[config.mk]
export PLATFORM = sky130hd
export DESIGN_NAME = adder_inverse_pipe
export DESIGN_NICKNAME = d
export VERILOG_FILES = /design/src/rtl/adder_inverse_pkg.sv /design/src/rtl/adder_inverse_chunk.sv /design/src/rtl/adder_inverse_pipe.sv
export SDC_FILE = /design/constraint.sdc
export NUM_CORES = 1
export LEC_CHECK = 0
export ABC_AREA = 0
export BUFFER_PORTS_ARGS = -buffer_cell sky130_fd_sc_hd__buf_2
export CORE_ASPECT_RATIO = 0.9
export CORE_MARGIN = 2
export CORE_UTILIZATION = 45
export CTS_BUF_LIST = sky130_fd_sc_hd__clkbuf_2
export CTS_CLUSTER_SIZE = 30
export DETAILED_ROUTE_END_ITERATION = 10
export GPL_ROUTABILITY_DRIVEN = 0
export SETUP_SLACK_MARGIN = 0.4
export SYNTH_ARGS = -nofsm -noshare
export SYNTH_HDL_FRONTEND = slang
export SYNTH_SLANG_ARGS = --single-unit
export TNS_END_PERCENT = 5
[constraint.sdc]
create_clock -name clk -period 3.4 [get_ports clk]
set_input_delay 0.34 -clock clk [delete_from_list [all_inputs] [get_ports clk]]
set_output_delay 0.34 -clock clk [all_outputs]
set_load 0.05 [all_outputs]
[src/rtl/adder_inverse_pkg.sv]
// adder_inverse_pkg: shared constants and sizing helpers for the
// pipelined adder inverse (a = sum - b).
package adder_inverse_pkg;

  localparam int CHUNK_DEF = 32;

  // Number of borrow-chain segments covering the WIDTH+1-bit sum.
  function automatic int num_stages(input int width, input int chunk);
    return (width + 1 + chunk - 1) / chunk;
  endfunction

  // Width of segment k; the top segment may be narrower than chunk.
  function automatic int chunk_width(input int width, input int chunk, input int k);
    int rem;
    rem = width + 1 - k * chunk;
    return (rem < chunk) ? rem : chunk;
  endfunction

endpackage

[src/rtl/adder_inverse_chunk.sv]
// adder_inverse_chunk: one registered subtract-with-borrow segment.
// Holds its result while en is low.
module adder_inverse_chunk #(
  parameter int CW = 32
) (
  input  logic          clk,
  input  logic          reset,
  input  logic          en,
  input  logic [CW-1:0] sum_chunk,
  input  logic [CW-1:0] b_chunk,
  input  logic          borrow_in,
  output logic [CW-1:0] diff,
  output logic          borrow_out
);

  // The extra top bit of the CW+1-bit difference is the borrow out.
  logic [CW:0] res_d;
  assign res_d = {1'b0, sum_chunk} - {1'b0, b_chunk} - {{CW{1'b0}}, borrow_in};

  // Register the segment difference and its borrow when the pipe advances.
  always_ff @(posedge clk) begin
    if (reset) begin
      diff       <= '0;
      borrow_out <= 1'b0;
    end else if (en) begin
      diff       <= res_d[CW-1:0];
      borrow_out <= res_d[CW];
    end
  end

endmodule

[src/rtl/adder_inverse_pipe.sv]
// adder_inverse_pipe: pipelined a = sum - b with valid/ready on both sides.
// An input register is followed by one stage per CHUNK-bit borrow segment,
// so latency is num_stages() cycles after acceptance.
// Optional: define ADDER_INVERSE_RANGE_CHECK_EN to drive range_err from the
// final borrow and difference bit WIDTH; otherwise range_err is tied to 0.
module adder_inverse_pipe
  import adder_inverse_pkg::*;
#(
  parameter int WIDTH = 89,
  parameter int CHUNK = CHUNK_DEF
) (
  input  logic             clk,
  input  logic             reset,
  input  logic             in_valid,
  output logic             in_ready,
  input  logic [WIDTH:0]   sum_in,
  input  logic [WIDTH-1:0] b_in,
  output logic             out_valid,
  input  logic             out_ready,
  output logic [WIDTH-1:0] a_out,
  output logic             range_err
);

  localparam int N = num_stages(WIDTH, CHUNK);

  logic           advance;
  logic [N:0]     vld_pipe;
  logic [N:0]     bor;       // bor[k] is the registered borrow into segment k
  logic [WIDTH:0] b_ext;
  logic [WIDTH:0] diff_all;  // all segments aligned at the output stage

  assign advance   = !out_valid || out_ready;
  assign in_ready  = advance;
  assign out_valid = vld_pipe[N];
  assign b_ext     = {1'b0, b_in};
  assign bor[0]    = 1'b0;

  // Stage valid bits shift together; a stall freezes the whole pipe.
  always_ff @(posedge clk) begin
    if (reset) vld_pipe <= '0;
    else if (advance) vld_pipe <= {vld_pipe[N-1:0], in_valid};
  end

  for (genvar k = 0; k < N; k++) begin : g_stage
    localparam int LO  = k * CHUNK;
    localparam int CW  = chunk_width(WIDTH, CHUNK, k);
    localparam int DLY = N - 1 - k;

    logic [k:0][CW-1:0] sum_q, b_q;
    logic [CW-1:0]      diff_k;

    // Upper operand chunks ride forward until their borrow arrives.
    always_ff @(posedge clk) begin
      if (reset) begin
        sum_q <= '0;
        b_q   <= '0;
      end else if (advance) begin
        sum_q[0] <= sum_in[LO +: CW];
        b_q[0]   <= b_ext[LO +: CW];
        for (int m = 1; m <= k; m++) begin
          sum_q[m] <= sum_q[m-1];
          b_q[m]   <= b_q[m-1];
        end
      end
    end

    adder_inverse_chunk #(.CW(CW)) u_chunk (
      .clk        (clk),
      .reset      (reset),
      .en         (advance),
      .sum_chunk  (sum_q[k]),
      .b_chunk    (b_q[k]),
      .borrow_in  (bor[k]),
      .diff       (diff_k),
      .borrow_out (bor[k+1])
    );

    if (DLY > 0) begin : g_dly
      logic [DLY-1:0][CW-1:0] dly_q;
      // Finished low segments wait for the top segment to complete.
      always_ff @(posedge clk) begin
        if (reset) dly_q <= '0;
        else if (advance) begin
          dly_q[0] <= diff_k;
          for (int m = 1; m < DLY; m++) dly_q[m] <= dly_q[m-1];
        end
      end
      assign diff_all[LO +: CW] = dly_q[DLY-1];
    end else begin : g_nodly
      assign diff_all[LO +: CW] = diff_k;
    end
  end

  assign a_out = diff_all[WIDTH-1:0];

`ifdef ADDER_INVERSE_RANGE_CHECK_EN
  // Invalid pair: sum < b (final borrow) or a does not fit in WIDTH bits.
  assign range_err = bor[N] | diff_all[WIDTH];
`else
  assign range_err = 1'b0;
`endif

endmodule

==> metrics <==
outcome completed; Tightest Pin Transition between 1 and 1.5 ns; power density over the cells around 460 nW/um2; Setup Skew 0.0773 ns; Skew-Pair Late Insertion Delay 1.33 ns; peak supply drop 0.305 mV; Clk pin slew, worst setup/hold paths roughly 0.090 ns; WL final about 76000 um; Avg Inst Size Synth about 7.6 um2; Slew Viols, Final 0; flops & latches, synth roughly 530; CP required 4.56 ns; I/O Pins roughly 280; relative slew slack 27.7%; MaxCap Viol Count 0; Worst path slowest cell o41ai_4; Data arrival, critical path approximately 4.1 ns; Final Cycle Share 87.1%; Max Fclk 338 MHz; Starting DRT DRC Count roughly 1600; post-detail-place hpwl 41500 um; Primary FF master, synth dfxtp_1; syn_nets 3534; sequential area share after synthesis 43.7%; Routed WL per cell approximately 16 um; clock period minus worst slack 2.96 ns; mux contribution to synthesized area 0.164%; Post-synth EDFFs 0; Async SR Flop Fraction 0%; Crit path largest cell delay 0.57 ns; share of cells above drive strength 1 a little over an eighth; Root Driver clkbuf_2; Ys Warns 0; residual DRC count 0; vias in the first global route 25200; crit path cell chain inv_2 -> fa_1 -> inv_1 -> fa_1 -> a21boi_2 -> o22ai_2 -> o41ai_4 -> nand3_1 -> o211ai_1 -> mux2i_1 -> nand2_1; input/output buffers roughly 270; final setup fails 0; Routed Antenna Nets 0; post-synthesis xor/xnor area fraction 2.62%; largest family of logic cells by synthesized area simple AND/OR/NAND/NOR gates; CTS sink cnt 533; Post-Synth Adder-Cell Area 7.59%; Syn Std Cell Area about 24000 um2; CP Max Fanout 4; Sum Neg Setup Slack 0 ns; first-pass GRT wire length about 120000 um; die width between 200 and 250 um; Setup CP Type reg -> reg; Critical Path Sink Type flop; startpoint type of the worst setup path flop; Cells after Synth 3206; unrepaired setup endpoints after global routing yes; Synth Area in Compound Gates 18.3%; Critical Path Most Common Cell fa_1; Global Route Usage Sum 26.7%; total leakage power around 15 nW; H-tree depth 4; largest net degree at the start of global routing between 150 and 200; Starting Density 45.8%; vias per cell 5.13; Die Ht 225 um; die area between 50000 and 60000 um2; Final Hold Vio Count 0; min-delay worst type in -> reg; simple-gate share of the synthesized area 20.1%; flop2flop setup slack 0.44 ns; Layout area overhead 39.1%; CTS buffer count 140; Vias between 20000 and 25000; power after layout 15.5 mW; Congestion Overflow GR 0; Unique masters post-synth between 80 and 90; NumNets Final approximately 4400; CORE AREA 53300 um2; first-pass iteration count of the detailed router 6; CTS tree built; initial antenna violation count 4; Rows 80; CTS max path bufs 3
## cell usage in the layout, fill, tap and decap left out, types with 5 or more instances in the layout
cell,count
diode_2,9
buf_4,15
nand3b_1,5
a21o_1,36
nand4_1,20
o211ai_1,6
o21bai_1,7
xnor2_1,41
o21a_1,9
clkinv_1,18
or3_1,7
nand3_1,23
nor2b_1,7
nand2b_1,8
clkbuf_2,202
a31oi_1,10
o21ai_0,77
and3_1,6
inv_1,208
buf_2,270
dlygate4sd3_1,653
dfxtp_1,531
nor2_1,73
nor3_1,17
a211oi_1,21
a21oi_2,6
inv_2,5
xor2_1,32
nand2_1,1026
a21oi_1,542
ha_1,140
o21ai_1,10
## final cells by class
type	count	area [um2]
repair buffers	951	8300
repair inverters	1	8.76
fillers	4471	19300
diodes	9	22.5
inverters	210	805
well taps	697	872
flip-flops and latches	533	10700
multi-input cells	2228	12000
clock inverters	30	208
clock buffers	202	1010
## cells in the mapped netlist, types with 5 or more instances
library cell,n,area (um2)
inv_1,209,785
nor2_1,75,282
a21oi_1,546,2730
o21ai_0,79,395
xor2_1,32,280
nand3_1,24,120
fa_1,5,100
and3_1,6,37.5
o21bai_1,7,52.6
nand2b_1,9,56.3
nor3_1,18,90.1
a21o_1,36,270
clkbuf_1,183,687
o21a_1,9,67.6
o211ai_1,6,45.0
nor2b_1,8,50.1
nand3b_1,5,37.5
dfxtp_1,533,10700
a31oi_1,11,68.8
xnor2_1,41,359
nand4_1,20,125
ha_1,140,1750
or3_1,7,43.8
o21ai_1,9,45.0
nand2_1,1026,3850
buf_1,13,48.8
a211oi_1,22,165
buf_4,33,248
## registers in the layout, indices dropped and copies added, names as in the netlist
register and cells:
a_out 32, g_stage.b_q 171, g_stage.g_dly.dly_q 64, g_stage.sum_q 171
g_stage.u_chunk.borrow_out 2, g_stage.u_chunk.diff 89, vld_pipe 4
## worst max-delay path: cells and delay by family (launching register included)
family	cells	cell delay, ns
AOI/OAI and AO/OA	4	1.20
buffers and inverters	2	0.18
DFF	1	0.33
muxes	1	0.24
adders and majority gates	2	0.63
and+or+nand+nor	2	0.26
## stage by stage
stage	setup WS [ns]	hold WS [ns]	instances	cell area, um2	utilization, %
6_report	0.437	0.262	4861	33900	63.7
5_1_grt	0.316	0.181	4859	33900	63.7
4_1_cts	0.320	0.0920	4847	33800	63.4
3_5_place_dp	0.148	0.441	3957	25800	48.5
3_3_place_gp	0.296	0.439	3957	25800	48.5
2_1_floorplan	0.603	0.425	3206	24400	-
## layer usage
metal	up-vias	wire (um)	global-route usage (%)
li1	12200	-	-
met1	11700	31900	31.8
met2	740	36900	45.8
met3	219	4430	5.76
met4	0	2700	13.2
met5	-	0	0
## path summary, 6_finish.rpt
| kind | startpoint | end | depth (start not counted) |
|---|---|---|---|
| worst min register to register | g_stage[0].g_dly.dly_q[22] | a_out[22] | 2 |
| worst min-delay path | out_ready | g_stage[0].u_chunk.diff[12] | 6 |
| worst max register to register | g_stage[0].u_chunk.borrow_out | g_stage[1].u_chunk.diff[30] | 11 |
| worst max-delay path | g_stage[0].u_chunk.borrow_out | g_stage[1].u_chunk.diff[30] | 11 |
## cells by family after synthesis
kind of cell             after synthesis
buffers and inverters                445
AO/OA/AOI/OAI                        784
adder cells (fa/ha/maj)              145
flip-flops                           533
multiplexers                           4
other                                  1
AND/OR/NAND/NOR                     1221
XOR/XNOR                              73
## timing repair
item,in CTS,in global routing
hold buffers,653,0
setup endpoints to repair,11,42
gates resized for setup,15,20
pin swaps,3,9
buffers inserted,1,4
cloned,4,1
endpoints found under the hold margin,532,0
## report_power, final
| part | internal, mW | switching [mW] |
|---|---|---|
| Sequential | 6.77 | 0.313 |
| Clock | 1.80 | 2.73 |
| Combinational | 1.69 | 2.21 |
Note: power is estimated with default switching activity, not from simulation.
